**src/rtl/neuron_accumulator_pkg.sv**
```systemverilog
// Shared definitions for the neuron accumulation layer: FSM encoding and
// accumulator sizing.
package neuron_accumulator_pkg;

  typedef logic [1:0] state_t;

  localparam state_t ST_IDLE  = 2'd0;
  localparam state_t ST_ACCUM = 2'd1;
  localparam state_t ST_BIAS  = 2'd2;
  localparam state_t ST_DONE  = 2'd3;

  // Wide enough to hold num_inputs full-scale products plus one bias term
  // without wrapping.
  function automatic int unsigned acc_width(int unsigned data_width,
                                            int unsigned num_inputs);
    return data_width + $clog2(num_inputs + 1) + 1;
  endfunction

endpackage

```
**src/rtl/neuron_accumulator_sat_clamp.sv**
```systemverilog
// Combinational signed saturation from IN_WIDTH down to OUT_WIDTH bits.
module sat_clamp #(
  parameter int unsigned IN_WIDTH  = 38,
  parameter int unsigned OUT_WIDTH = 32
) (
  input  logic [IN_WIDTH-1:0]  in_i,
  output logic [OUT_WIDTH-1:0] out_o
);

  localparam int unsigned HeadW = IN_WIDTH - OUT_WIDTH + 1;

  // The value fits when every bit from the output sign bit upward agrees.
  logic [HeadW-1:0] head;
  logic             fits;

  assign head = in_i[IN_WIDTH-1 -: HeadW];
  assign fits = (&head) || ~(|head);

  // Pass through in range, otherwise clamp toward the sign of the input.
  always_comb begin
    if (fits) begin
      out_o = in_i[OUT_WIDTH-1:0];
    end else if (in_i[IN_WIDTH-1]) begin
      out_o = {1'b1, {(OUT_WIDTH-1){1'b0}}};
    end else begin
      out_o = {1'b0, {(OUT_WIDTH-1){1'b1}}};
    end
  end

endmodule

```
**src/rtl/neuron_accumulator.sv**
```systemverilog
// Sums NUM_INPUTS signed product beats per frame, adds a per-frame bias and
// emits the saturated result as a one-cycle strobe.
module neuron_accumulator
  import neuron_accumulator_pkg::*;
#(
  parameter int unsigned DATA_WIDTH = 32,
  parameter int unsigned NUM_INPUTS = 4
) (
  input  logic                  clk,
  input  logic                  rstn,
  input  logic                  in_valid,
  input  logic [DATA_WIDTH-1:0] in_data,
  input  logic [DATA_WIDTH-1:0] in_bias,
  output logic                  in_ready,
  output logic                  out_valid,
  output logic [DATA_WIDTH-1:0] out_data
);

  localparam int unsigned AccW = acc_width(DATA_WIDTH, NUM_INPUTS);
  localparam int unsigned CntW = $clog2(NUM_INPUTS + 1);
  localparam logic [CntW-1:0] CntOne  = CntW'(1);
  localparam logic [CntW-1:0] CntLast = CntW'(NUM_INPUTS);

  state_t                state_q, state_d;
  logic [AccW-1:0]       acc_q, acc_d;
  logic [CntW-1:0]       count_q, count_d;
  logic [DATA_WIDTH-1:0] bias_q, bias_d;
  logic                  out_valid_q, out_valid_d;
  logic [DATA_WIDTH-1:0] out_data_q, out_data_d;

  logic                  beat;
  logic [AccW-1:0]       data_ext;
  logic [AccW-1:0]       bias_ext;
  logic [DATA_WIDTH-1:0] sat_out;

  assign in_ready = (state_q == ST_IDLE) || (state_q == ST_ACCUM);
  assign beat     = in_valid && in_ready;
  assign data_ext = {{(AccW-DATA_WIDTH){in_data[DATA_WIDTH-1]}}, in_data};
  assign bias_ext = {{(AccW-DATA_WIDTH){bias_q[DATA_WIDTH-1]}}, bias_q};

  assign out_valid = out_valid_q;
  assign out_data  = out_data_q;

  sat_clamp #(
    .IN_WIDTH (AccW),
    .OUT_WIDTH(DATA_WIDTH)
  ) u_sat_clamp (
    .in_i (acc_q),
    .out_o(sat_out)
  );

  // Frame sequencing: load on first beat, accumulate, add bias, publish.
  always_comb begin
    state_d     = state_q;
    acc_d       = acc_q;
    count_d     = count_q;
    bias_d      = bias_q;
    out_valid_d = 1'b0;
    out_data_d  = out_data_q;
    case (state_q)
      ST_IDLE: begin
        if (beat) begin
          acc_d   = data_ext;
          bias_d  = in_bias;
          count_d = CntOne;
          state_d = (CntLast == CntOne) ? ST_BIAS : ST_ACCUM;
        end
      end
      ST_ACCUM: begin
        if (beat) begin
          acc_d   = acc_q + data_ext;
          count_d = count_q + CntOne;
          if (count_d == CntLast) begin
            state_d = ST_BIAS;
          end
        end
      end
      ST_BIAS: begin
        acc_d   = acc_q + bias_ext;
        state_d = ST_DONE;
      end
      ST_DONE: begin
        // Clamp happens only here; acc itself never saturates.
        out_valid_d = 1'b1;
        out_data_d  = sat_out;
        state_d     = ST_IDLE;
      end
      default: begin
        state_d = ST_IDLE;
      end
    endcase
  end

  // State registers; reset discards any partial frame.
  always_ff @(posedge clk or posedge rstn) begin
    if (rstn) begin
      state_q     <= ST_IDLE;
      acc_q       <= '0;
      count_q     <= '0;
      bias_q      <= '0;
      out_valid_q <= 1'b0;
      out_data_q  <= '0;
    end else begin
      state_q     <= state_d;
      acc_q       <= acc_d;
      count_q     <= count_d;
      bias_q      <= bias_d;
      out_valid_q <= out_valid_d;
      out_data_q  <= out_data_d;
    end
  end

endmodule

```
**config.mk**
```make
export PLATFORM = sky130hd
export DESIGN_NAME = neuron_accumulator
export DESIGN_NICKNAME = d
export VERILOG_FILES = /design/src/rtl/neuron_accumulator_pkg.sv /design/src/rtl/neuron_accumulator_sat_clamp.sv /design/src/rtl/neuron_accumulator.sv
export SDC_FILE = /design/constraint.sdc
export NUM_CORES = 1
export LEC_CHECK = 0
export CORE_MARGIN = 10
export CORE_UTILIZATION = 43
export CTS_CLUSTER_DIAMETER = 120
export DETAILED_ROUTE_END_ITERATION = 6
export PLACE_DENSITY = 0.68
export RECOVER_POWER = 25
export REMOVE_ABC_BUFFERS = 1
export SLEW_MARGIN = 20
export SYNTH_ARGS = -nofsm -noshare
export SYNTH_HDL_FRONTEND = slang
export SYNTH_SLANG_ARGS = --single-unit
```
**constraint.sdc**
```tcl
create_clock -name clk -period 3.92 [get_ports clk]
set_clock_uncertainty 0.15 [all_clocks]
set_input_delay 0.784 -clock clk [delete_from_list [all_inputs] [get_ports clk]]
set_output_delay 0.784 -clock clk [all_outputs]
set_load 0.005 [all_outputs]
```
==> reports/results.ini <==
[status]
outcome=complete, but fails checks
violations=max-capacitance violations, max-slew violations

[routing]
drc=0
drt-initial-drc-count=334
vias=5345
vias_per_cell=5.47
antenna_left=0
finalWirelength_um=17400
wl_per_cell_um=17.8
first_pass_iters=4

[cells_and_area]
fill_cells=1366
design_area_um2=8230
antennaDiodeCount=0
final_util_pct=54.3
syn_to_final_growth_pct=24.2
drive_gt1_share_pct=15.4
nNetsFinal=898

[timing]
maxSlewHeadroom_pct=-61.1
max_freq_mhz=269
slew_viol_final=107
fin_crit_sh_pct=94.8
rsz0062_at_grt=no
hold-worst-slack_ns=0.354
max_slew.worst_pin.slew_ns=2.42
setup_viol=0
final.min_clock_period_ns=3.71
hold_violations=0

[pwr]
finalPower_mw=8.51
vdd_drop_max_uv=414
powerDensity_nw_per_um2=1030
leakage_nw=3.61

[cts]
post-cts-setup-buffers=0
clk_latency_ns=0.36
numCtsBuffers=9
h-tree-depth=3
tritoncts=done
cts.sink_count=106
clk_pin_slew_ns=0.07
root_buffer=clkbuf_16
cts_buffer_depth=2

[critical_path]
worstSetupEndpointType=flop
worstPathArrival_ns=3.84
crit_fanout=3
path_class=primary input to flop
cp-start-kind=primary input
worstPathRequired_ns=4.05
worst_path_largest_cell_delay_ns=0.44
crit_path_top_delay_cell=fa_1
path_cells=clkdlybuf4s50_1 > mux2_2 > ha_1 > fa_1 > a211o_2 > a21oi_2 > o31ai_2 > or2_1 > a31oi_1 > o21a_1 > xnor2_1 > mux2i_1 > o21ai_0

[floorplan]
dieHeight_um=144
rows=45
die_w_um=144
start_util_pct=43.7
ios=101
die-area_um2=20800
core_um2=15100

[placement]
port_buffers=100
placedInstanceArea_um2=7940
globalplace.congestion=0.853
detailed_place_hpwl_um=12700

[synth]
ys_ff_latch=106
synth-adder-area-share_pct=8.24
ys.flop_type=dfrtp_1
synth.area.mux_share_pct=14.8
synth_xor_area_share_pct=4.36
synth_top_family_by_area=compound AO/OA/AOI/OAI gates
synth-edff-count=0
avgSynthCellArea_um2=9.63
synth_area_leader_cell=dfrtp_1
synth_compound_area_share_pct=17.8
synth-simple-area-share_pct=12.0
syn_inst=688
netlist_top_cells_area=dfrtp_1 (40%), mux2_2 (11%), ha_1 (7.9%)
synth_cell_types=62
yosys.area.top_type_share_pct=40.1
seq_area_frac_synth_pct=40.1
async_flop_share_pct=100
syn_area_um2=6620
ys_warn_count=0

[job]
max_cap_violations=1

[grt]
overflow=0
grtUsageTotal_pct=17.4
antenna_found_initial=0
grt_max_degree=107
grt_pass1_wl_um=29000
grt_pass1_vias=5569

[min_path]
hold_class=flop to flop

-- per-stage QoR --
stage,instances,TNS [ns],setup WS (ns)
after floorplan,655,-1.97,-0.267
after CTS,978,0,0.140
after global placement,965,-0.351,-0.104
final,978,0,0.205
after detailed placement,965,-0.939,-0.146
after global routing,978,0,0.00942
-- synth_stat cells (4+ instances only) --
| library cell | n |
|---|---|
| xor2_1 | 10 |
| nand3_1 | 8 |
| mux2i_1 | 23 |
| o21a_1 | 7 |
| o21ai_0 | 56 |
| ha_1 | 42 |
| clkbuf_1 | 26 |
| xnor2_1 | 23 |
| nand4_1 | 4 |
| and2_1 | 5 |
| inv_1 | 9 |
| a21o_1 | 17 |
| nor3b_1 | 5 |
| a21oi_1 | 74 |
| nor2_1 | 91 |
| nand2_1 | 45 |
| a31oi_1 | 5 |
| dfrtp_1 | 106 |
| mux2_2 | 65 |
-- registers in the layout, indices dropped and copies added (netlist names) --
signal	cells
bias_q	32
out_valid	1
state_q	2
count_q	3
out_data	32
acc_q	36
-- layout by cell type, fill, tap and decap left out, types with 3 or more instances in the layout --
cell | netlist | final
and2_1 | 5 | 5
or3_1 | 3 | 3
xor2_1 | 10 | 10
dfrtp_1 | 106 | 106
a31oi_1 | 5 | 4
nor2_1 | 91 | 91
nand2b_1 | 3 | 3
nand2_1 | 45 | 44
o21a_1 | 7 | 7
inv_1 | 9 | 8
mux2_2 | 65 | 65
nor2b_1 | 3 | 3
buf_4 | 1 | 20
nand4_1 | 4 | 4
a21o_1 | 17 | 17
o21ai_1 | 3 | 4
xnor2_1 | 23 | 23
o21ai_0 | 56 | 53
ha_1 | 42 | 40
and4_1 | 3 | 3
nand3_1 | 8 | 8
clkbuf_16 | 0 | 9
a21oi_1 | 74 | 73
nor3b_1 | 5 | 5
clkdlybuf4s50_1 | 0 | 99
mux2i_1 | 23 | 22
nor3_1 | 3 | 3
a211o_1 | 3 | 3
a21oi_2 | 2 | 3
and3_1 | 3 | 3
-- critical path: cells and delay by family --
kind	cells	cell delay (ns)
compound gates	6	1.21
buf+inv	1	0.42
xor+xnor	1	0.13
mux	2	0.36
fa+ha+maj	2	0.65
simple gates	1	0.29
-- cell families (layout without fill, tap and decap cells) --
kind of cell	count (synthesis)	after routing
AOI/OAI and AO/OA	194	194
and+or+nand+nor	181	181
DFF	106	106
muxes	89	89
adders and majority gates	43	43
buffers and inverters	42	144
xor gates and xnor gates	33	33
-- routing by layer --
metal  part of all wire, %  track usage, %  wire (µm)  vias up
met4                   1.6            5.53        278        0
met2                    47            27.8       8200      111
met5                     0               0          0        -
met3                   5.5            3.84        957       15
li1                      -               -          -     2654
met1                    46            22.8       8010     2565
-- area by class of cell --
type	instances	area (µm²)	area share, %
multi-input cells	540	3850	46.8
flip-flops and latches	106	2650	32.2
repair buffers	122	1180	14.3
clock buffers	10	239	2.90
well taps	188	235	2.86
clock inverters	3	42.5	0.517
inverters	9	35.0	0.426
-- power by group --
group | internal (mW) | switching (mW)
combinational | 2.69 | 2.85
clock | 0.501 | 0.402
sequential | 1.68 | 0.379
total | 4.87 | 3.63
-- worst paths after layout --
check / start / end / slack [ns] / cells past startpoint
max in group asynchronous: rstn / bias_q[27] / 0.56 / 3
min: bias_q[10] / bias_q[10] / 0.35 / 1
max reg2reg: state_q[0] / acc_q[18] / 0.24 / 14
min in group asynchronous: rstn / out_data[1] / 1.64 / 3
min reg2reg: bias_q[10] / bias_q[10] / 0.35 / 1
max: in_data[0] / acc_q[18] / 0.21 / 13
-- repair_timing --
action / CTS / global route
hold endpoints to repair: 0 / 0
endpoints found under the setup margin: 0 / 10
gates resized for setup: 0 / 6
hold buffers: 0 / 0
Power figures use the tool's default switching activity.
